[src/rtl/control_sequencer.sv]
// Hardwired control unit for the Datapath: fetch T0-T2, then decode IR and run the
// execute steps for ALU3, MUL/DIV, NEG/NOT, NOP and HALT instructions.
module control_sequencer #(
    parameter int OPC_W = 5,
    parameter int NREG  = 16
) (
    input  logic            clock,
    input  logic            clear,
    input  logic [31:0]     IR,
    input  logic            stop,
    output logic [NREG-1:0] Rin,
    output logic [NREG-1:0] Rout,
    output logic            PCout,
    output logic            PCin,
    output logic            IncPC,
    output logic            MARin,
    output logic            MDRin,
    output logic            MDRout,
    output logic            MDMuxread,
    output logic            IRin,
    output logic            Yin,
    output logic            Zlowin,
    output logic            Zhighin,
    output logic            Zlowout,
    output logic            Zhighout,
    output logic            HIin,
    output logic            LOin,
    output logic            ADD,
    output logic            SUB,
    output logic            MUL,
    output logic            DIV,
    output logic            AND,
    output logic            OR,
    output logic            SHR,
    output logic            SHRA,
    output logic            SHL,
    output logic            ROR,
    output logic            ROL,
    output logic            NEG,
    output logic            NOT,
    output logic            run,
    output logic            instr_done
);

    localparam logic [OPC_W-1:0] OP_ADD  = OPC_W'(3);
    localparam logic [OPC_W-1:0] OP_SUB  = OPC_W'(4);
    localparam logic [OPC_W-1:0] OP_AND  = OPC_W'(5);
    localparam logic [OPC_W-1:0] OP_OR   = OPC_W'(6);
    localparam logic [OPC_W-1:0] OP_ROR  = OPC_W'(7);
    localparam logic [OPC_W-1:0] OP_ROL  = OPC_W'(8);
    localparam logic [OPC_W-1:0] OP_SHR  = OPC_W'(9);
    localparam logic [OPC_W-1:0] OP_SHRA = OPC_W'(10);
    localparam logic [OPC_W-1:0] OP_SHL  = OPC_W'(11);
    localparam logic [OPC_W-1:0] OP_MUL  = OPC_W'(15);
    localparam logic [OPC_W-1:0] OP_DIV  = OPC_W'(16);
    localparam logic [OPC_W-1:0] OP_NEG  = OPC_W'(17);
    localparam logic [OPC_W-1:0] OP_NOT  = OPC_W'(18);
    localparam logic [OPC_W-1:0] OP_HALT = OPC_W'(27);

    typedef enum logic [3:0] {
        S_RST, S_T0, S_T1, S_T2, S_T3, S_T4, S_T5, S_T6, S_HALT
    } state_t;

    typedef enum logic [2:0] {
        C_NONE, C_ALU3, C_MULDIV, C_UNARY, C_HALT
    } cls_t;

    state_t           state, state_nx;
    cls_t             cls;
    logic             last;
    logic [OPC_W-1:0] opc;
    logic [3:0]       ra, rb, rc;
    logic             unused_ir;

    assign opc       = IR[31 -: OPC_W];
    assign ra        = IR[26:23];
    assign rb        = IR[22:19];
    assign rc        = IR[18:15];
    assign unused_ir = ^IR[14:0];

    // NOP and every unlisted opcode fall into C_NONE and simply refetch.
    always_comb begin
        cls = C_NONE;
        unique case (opc)
            OP_ADD, OP_SUB, OP_AND, OP_OR, OP_ROR,
            OP_ROL, OP_SHR, OP_SHRA, OP_SHL: cls = C_ALU3;
            OP_MUL, OP_DIV:                  cls = C_MULDIV;
            OP_NEG, OP_NOT:                  cls = C_UNARY;
            OP_HALT:                         cls = C_HALT;
            default:                         cls = C_NONE;
        endcase
    end

    always_comb begin
        state_nx = state;
        last     = 1'b0;
        unique case (state)
            S_RST:  state_nx = S_T0;
            S_T0:   state_nx = S_T1;
            S_T1:   state_nx = S_T2;
            S_T2: begin
                unique case (cls)
                    C_ALU3, C_MULDIV, C_UNARY: state_nx = S_T3;
                    C_HALT:                    state_nx = S_HALT;
                    default:                   state_nx = S_T0;
                endcase
            end
            S_T3:   state_nx = (cls == C_NONE || cls == C_HALT) ? S_T0 : S_T4;
            S_T4: begin
                if (cls == C_UNARY)                        last = 1'b1;
                else if (cls == C_ALU3 || cls == C_MULDIV) state_nx = S_T5;
                else                                       state_nx = S_T0;
            end
            S_T5: begin
                if (cls == C_ALU3)        last = 1'b1;
                else if (cls == C_MULDIV) state_nx = S_T6;
                else                      state_nx = S_T0;
            end
            S_T6: begin
                if (cls == C_MULDIV) last = 1'b1;
                else                 state_nx = S_T0;
            end
            S_HALT: state_nx = S_HALT;
            default: state_nx = S_RST;
        endcase
        // stop is only honoured at the end of a completed instruction
        if (last) state_nx = stop ? S_HALT : S_T0;
    end

    always_ff @(posedge clock or negedge clear) begin
        if (!clear) state <= S_RST;
        else        state <= state_nx;
    end

    assign instr_done = last;

    always_comb begin
        Rin  = '0;
        Rout = '0;
        {PCout, PCin, IncPC, MARin, MDRin, MDRout, MDMuxread, IRin} = '0;
        {Yin, Zlowin, Zhighin, Zlowout, Zhighout, HIin, LOin}       = '0;
        {ADD, SUB, MUL, DIV, AND, OR, SHR, SHRA, SHL, ROR, ROL, NEG, NOT} = '0;
        run = (state != S_RST) && (state != S_HALT);
        unique case (state)
            S_T0: begin
                PCout = 1'b1; MARin = 1'b1; IncPC = 1'b1; Zlowin = 1'b1;
            end
            S_T1: begin
                Zlowout = 1'b1; PCin = 1'b1; MDMuxread = 1'b1; MDRin = 1'b1;
            end
            S_T2: begin
                MDRout = 1'b1; IRin = 1'b1;
            end
            S_T3: begin
                unique case (cls)
                    C_ALU3:   begin Rout = NREG'(1) << rb; Yin = 1'b1; end
                    C_MULDIV: begin Rout = NREG'(1) << ra; Yin = 1'b1; end
                    C_UNARY: begin
                        Rout   = NREG'(1) << rb;
                        Zlowin = 1'b1;
                        NEG    = (opc == OP_NEG);
                        NOT    = (opc == OP_NOT);
                    end
                    default: ;
                endcase
            end
            S_T4: begin
                unique case (cls)
                    C_ALU3: begin
                        Rout   = NREG'(1) << rc;
                        Zlowin = 1'b1;
                        ADD    = (opc == OP_ADD);
                        SUB    = (opc == OP_SUB);
                        AND    = (opc == OP_AND);
                        OR     = (opc == OP_OR);
                        ROR    = (opc == OP_ROR);
                        ROL    = (opc == OP_ROL);
                        SHR    = (opc == OP_SHR);
                        SHRA   = (opc == OP_SHRA);
                        SHL    = (opc == OP_SHL);
                    end
                    C_MULDIV: begin
                        Rout    = NREG'(1) << rb;
                        Zlowin  = 1'b1;
                        Zhighin = 1'b1;
                        MUL     = (opc == OP_MUL);
                        DIV     = (opc == OP_DIV);
                    end
                    C_UNARY: begin Zlowout = 1'b1; Rin = NREG'(1) << ra; end
                    default: ;
                endcase
            end
            S_T5: begin
                unique case (cls)
                    C_ALU3:   begin Zlowout = 1'b1; Rin = NREG'(1) << ra; end
                    C_MULDIV: begin Zlowout = 1'b1; LOin = 1'b1; end
                    default: ;
                endcase
            end
            S_T6: begin
                if (cls == C_MULDIV) begin
                    Zhighout = 1'b1;
                    HIin     = 1'b1;
                end
            end
            default: ;
        endcase
    end

endmodule

[config.mk]
export PLATFORM = sky130hd
export DESIGN_NAME = control_sequencer
export DESIGN_NICKNAME = d
export VERILOG_FILES = /design/src/rtl/control_sequencer.sv
export SDC_FILE = /design/constraint.sdc
export NUM_CORES = 1
export LEC_CHECK = 0
export ABC_AREA = 1
export CAP_MARGIN = 10
export CORE_MARGIN = 3
export CORE_UTILIZATION = 40
export DETAILED_ROUTE_END_ITERATION = 6
export PLACE_DENSITY = 0.92
export SETUP_SLACK_MARGIN = 0.5
export SLEW_MARGIN = 30
export SYNTH_ARGS = -nofsm -noshare
export SYNTH_HDL_FRONTEND = slang
export SYNTH_SLANG_ARGS = --single-unit
[constraint.sdc]
create_clock -name clock -period 1.9 [get_ports clock]
set_input_delay 0.38 -clock clock [delete_from_list [all_inputs] [get_ports clock]]
set_output_delay 0.38 -clock clock [all_outputs]
set_load 0.01 [all_outputs]
==> impl_summary.md, run 1 <==
Placement
In this run the tool buffered the top-level ports with 81 buffer cells. The half-perimeter wire length of the detailed placement result is 5850 um. The weighted congestion reported at the end of routability-driven placement is 0.920.

STA
After the last repair the worst path ends at a primary output. The worst setup endpoint after the global-route repair_timing is Rout[7].

Synth
The dominant register cell in the synthesized netlist is sky130_fd_sc_hd__dfrtp_1. The count of cell types in the netlist is 28. The number of register bits inferred by synthesis is 4.

For this run, asynchronously set or reset flops after synthesis account for 100%. The netlist area before placement is 1720 um^2. Each instance of the synthesized netlist takes up on average 5.35 um^2.

The count of flip-flops with a built-in enable after synthesis is 0. The number of nets produced by synthesis is 361. For this run, the register share of the synthesized area comes to 5.83%.

The number of cells produced by synthesis is 321. Yosys printed 0 warnings.

CTS
The clock tree root buffer cell is sky130_fd_sc_hd__clkbuf_8. The number of buffers inserted during clock tree synthesis is 3. The number of clock sinks is 4. The number of H-tree levels is 1. The clock passes through at most 2 buffers.

Outcome
The run ended at 5_1_grt. The flow did not finish. The first error in the log reads "[ERROR DPL-0038] Utilization greater than 100%, impossible to legalize".

Floorplan
Once the floorplan was initialized, standard cells occupied 42.3% of the core. The height of the chip is 71.5 um. The number of I/O pins is 97.

The horizontal extent of the die is 71.5 um. The number of cell rows is 23.

Global route
Entering global routing, the biggest net connects 18 pins.
[Yosys cell counts, types with 6 or more instances]
| library cell | n | share of area, % |
|---|---|---|
| sky130_fd_sc_hd__inv_1 | 36 | 7.9 |
| sky130_fd_sc_hd__o22ai_2 | 8 | 5.8 |
| sky130_fd_sc_hd__o22ai_1 | 9 | 3.3 |
| sky130_fd_sc_hd__nand4_1 | 32 | 12 |
| sky130_fd_sc_hd__o21ai_0 | 8 | 2.3 |
| sky130_fd_sc_hd__nand2_2 | 6 | 2.2 |
| sky130_fd_sc_hd__nor2_2 | 14 | 5.1 |
| sky130_fd_sc_hd__nand2_1 | 72 | 16 |
| sky130_fd_sc_hd__buf_4 | 7 | 3.1 |
| sky130_fd_sc_hd__nand3_1 | 16 | 4.7 |
| sky130_fd_sc_hd__nor2_1 | 62 | 14 |
| sky130_fd_sc_hd__nor3_1 | 8 | 2.3 |
| sky130_fd_sc_hd__clkbuf_1 | 10 | 2.2 |
[cell families after synthesis]
logic type / after synthesis / share of synthesized area (%)
AOI/OAI and AO/OA: 30 / 13.1
adders and majority gates: 5 / 3.64
buffers and inverters: 63 / 17.3
DFF: 4 / 5.83
and+or+nand+nor: 219 / 60.1
[stage by stage]
| stage | cells | TNS (ns) | cell area [um^2] | setup WS, ns |
|---|---|---|---|---|
| after global placement | 496 | -51.35 | 3150 | -1.07 |
| after CTS | 531 | -11.50 | 3790 | -0.349 |
| after detailed placement | 496 | -55.04 | 3150 | -1.14 |
| after floorplan | 321 | 0 | 1920 | 0.0662 |
[what timing repair did]
item / in CTS
resized for setup: 401
endpoints found under the setup margin: 66
setup buffers: 25
hold buffers: 0
pin swaps: 39
gates cloned: 7
==> inputs of run 2 (changes only) <==
--- a/config.mk
+++ b/config.mk
@@ -8,10 +8,9 @@
 export ABC_AREA = 1
 export CAP_MARGIN = 10
 export CORE_MARGIN = 3
-export CORE_UTILIZATION = 40
+export CORE_UTILIZATION = 30
 export DETAILED_ROUTE_END_ITERATION = 6
-export PLACE_DENSITY = 0.92
-export SETUP_SLACK_MARGIN = 0.5
+export PLACE_DENSITY_LB_ADDON = 0.15
 export SLEW_MARGIN = 30
 export SYNTH_ARGS = -nofsm -noshare
 export SYNTH_HDL_FRONTEND = slang
==> run 2 against run 1 <==
  * The flow now finishes, with violations (negative setup slack)
  * Synthesized cell count stayed put
  * Area after synthesis unchanged
==> impl_summary.md, run 2 <==
Pwr
In this run the power density over the cells is 465 nW/um^2. In this run the static leakage power is 0.00187 uW. IR analysis of the VDD net gives a maximum drop of 0.842 mV.

Worst setup path
The worst setup path is captured at an output port. The length in cells of the worst reg-to-reg path is 9. The peak fanout along the critical path is 5.

The worst register-to-register path has a setup slack of 0.35 ns. STA classifies the critical path startpoint as an input port. The most prevalent standard cell on the critical path is sky130_fd_sc_hd__buf_12. The biggest cell delay along the critical path is 0.17 ns. The library cell contributing the largest single delay on the critical path is sky130_fd_sc_hd__buf_12. The startpoint of the worst register-to-register path is state[0]. Traced cell by cell, the critical path runs through buf_12, ha_4, inv_4, nor2_4, nand2_2, nand2_2, nand3_4, buf_12, buf_12, buf_6, o21ai_2, nand2_1, nand2_1, buf_2.

The critical path data arrival time is 1.86 ns. The endpoint identified for the worst register-to-register timing path is state[0]. The category of the most critical setup path is input port to output port. STA puts the critical path data required time at 1.52 ns.

Synth
The number of register bits inferred by synthesis came to 4 (unchanged). The count of cell types in the netlist is 28 (unchanged). The share of the synthesized area in the top cell type was 15.7% (unchanged). The netlist area before placement was 1720 um^2 (unchanged). Yosys instantiated no cell more often than sky130_fd_sc_hd__nand2_1. By area the synthesized netlist is led by sky130_fd_sc_hd__nand2_1, sky130_fd_sc_hd__nor2_1, sky130_fd_sc_hd__nand4_1.

The sequential share of the synthesized area came to 5.83% (unchanged). The number of cells produced by synthesis came to 321 (unchanged). The count of flip-flops with a built-in enable after synthesis came to 0 (unchanged).

Summed over all instances, the cell type with the most area after synthesis is sky130_fd_sc_hd__nand2_1. The synthesized area per cell came to 5.35 um^2 (unchanged). The total of warnings raised by yosys is 0 (unchanged).

By count the netlist is led by sky130_fd_sc_hd__nand2_1, sky130_fd_sc_hd__nor2_1, sky130_fd_sc_hd__inv_1. The dominant register cell in the synthesized netlist is sky130_fd_sc_hd__dfrtp_1. The number of nets produced by synthesis came to 361 (unchanged). The async set or reset register ratio after synthesis is 100% (unchanged).

Global route
In the global route stage, met1 resource usage came out at 30.8%. The initial antenna violation count is 0. The total congestion overflow is 0. The first global-routing pass estimated 13,300 um of wire. Entering global routing, the biggest net connects 18 pins. The via count of the first global-routing pass is 2,812. In this run the most used layer during global routing was met2. The met3 usage is 2.63%. The met2 usage is 45.5%. The total track usage is 24.8%.

STA
The clock tree skew after final layout is 0.000487 ns. Setup repair after global routing could not meet its margin everywhere. At the pin with the least slew margin, the transition time is 0.281 ns. Across all setup checks in the final design, the least slack found is -0.343 ns.

The number of hold violations in the final report is 0. The post-route fraction of the period consumed by the critical path is 118%. The maximum operating frequency is 446 MHz.

The total negative setup slack is -10.76 ns. The routed design could run at a clock period as short as 2.24 ns. In this run the tightest slew margin relative to its limit is 81.2%. Setup violations remaining at the end of the flow were counted as 48.

The number of max-slew violations in the final report is 0.

Floorplan
The die covers 6670 um^2. The number of I/O pins is 97 (unchanged). In this run the standard cell core region covers 5340 um^2. The number of cell rows is 26 (+13%). The horizontal extent of the die is 81.7 um (+14%). The height of the chip is 81.7 um (+14%).

The effective utilization at floorplan is 32.2% (-10 points).

Placement
The half-perimeter wire length of the detailed placement result is 5260 um (-10%). The number of placed instances, taps included is 519 (+4.6%). The weighted congestion reported at the end of routability-driven placement is 0.874 (-5.0%). The quantity of I/O buffers inserted on ports came to 81 (unchanged).

CTS
Clock-pin slew was measured on the worst setup and hold paths at 0.03 ns. The number of clock sinks came to 4 (unchanged). The number of H-tree levels is 1 (unchanged). The clock tree root buffer cell is sky130_fd_sc_hd__clkbuf_8. TritonCTS built the clock tree. The number of buffers inserted during clock tree synthesis came to 3 (unchanged). The largest buffer count on any clock path is 2 (unchanged). The clock network latency to the later pin of the worst-skew pair is 0.21 ns.

Route
The number of nets with antenna violations after detailed routing is 0. In the routed layout, each cell is associated on average with a via count of 5.34. The total length of routed wires is 9900 um. The first detailed-routing pass took 5 iterations. For this block, the via count after detailed routing is 3,028. The remaining routing DRC violations is 0. The average wire per standard cell is 17.5 um. The starting DRC count in detailed routing is 241.

Finish
The library cell used most frequently in the layout, excluding fill and tap cells, is sky130_fd_sc_hd__buf_4. The finished layout holds 567 standard cells, fillers aside. The count of nets after finishing is 539. The flip-flop count of the largest register, all copies and words added is 4. The area taken by multi-input logic gates is 1940 um^2. Summing all flip-flop and latch instances after layout gives 101 um^2. The number of fillers in the final layout is 370.

The number of antenna diodes is 0. The largest registers in the layout are state x4. state holds more flip-flops than any other register. The layout cell share with drive strength beyond 1 is 63.2%. The top cell types in the final layout, fill and taps aside, are sky130_fd_sc_hd__buf_4, sky130_fd_sc_hd__nand2_1, sky130_fd_sc_hd__buf_2.

The synthesis-to-layout area growth is 136%.

Outcome
The final reports fail on negative setup slack. The flow ran to the end, but the final reports show violations.

Worst hold path
The type of the tightest min-delay check is input port to asynchronous set/reset pin.

Run
Across the run, the number of max-cap violations was 0.
-- run 2: metal layers --
layer	share of wire (%)	vias to the layer above	wire length, um
met5	0	-	0
met1	38	1399	3770
met2	50	163	4920
li1	-	1420	-
met3	8.2	46	813
met4	3.9	0	388
-- run 2: what timing repair did --
action,in CTS,in global routing
pin swaps,43,41
setup buffers,25,20
hold buffers,0,0
setup endpoints to repair,66,62
cloned,6,1
resized for setup,366,136
-- run 2: worst max-delay path by stage --
stage / from / endpoint / slack [ns] / cells past startpoint
after floorplan: IR[27] / Zhighout / 0.0006 / 10
after global placement: IR[27] / DIV / -1.05 / 13
after detailed placement: IR[28] / Rout[12] / -1.10 / 13
after CTS: IR[28] / Rout[6] / -0.29 / 14
after global routing: IR[27] / Rout[1] / -0.42 / 14
final: IR[27] / Rout[1] / -0.34 / 14
-- run 2: logic make-up after synthesis --
kind of cell | count (synthesis) | synth area share, %
and+or+nand+nor | 219 | 60.1
buffers and inverters | 63 | 17.3
AOI/OAI and AO/OA | 30 | 13.1
adders and majority gates | 5 | 3.64
DFF | 4 | 5.83
-- run 2: worst max-delay path, delay by kind of cell --
kind | cells | cell delay, ns
AOI/OAI and AO/OA | 1 | 0.12
adders and majority gates | 1 | 0.15
buffers and inverters | 6 | 0.67
and+or+nand+nor | 6 | 0.55
-- run 2: metrics by stage --
step	util (%)	setup slack [ns]	power, uW	hold WS (ns)	instance area (um^2)
2_1_floorplan	-	0.000581	727	0.0844	1730
3_3_place_gp	56.8	-1.05	1340	0.590	3030
3_5_place_dp	56.8	-1.10	1350	0.590	3030
4_1_cts	67.0	-0.286	1630	0.372	3570
5_1_grt	76.1	-0.417	2000	0.382	4060
6_report	76.1	-0.343	1880	0.371	4060
-- run 2: power breakdown --
part	total [uW]	switching (uW)	internal, uW
Clock	169	34.9	134
Sequential	167	46.8	120
Combinational	1550	843	705
Total	1880	925	960
-- run 2: final cells by class --
class | instances | area share, %
timing repair inverter | 2 | 0.555
inverter | 40 | 5.03
clock buffer | 3 | 1.02
multi-input combinational | 255 | 47.9
timing repair buffer | 193 | 40.9
sequential | 4 | 2.50
tap | 70 | 2.16
Note: power is estimated with default switching activity, not from simulation.
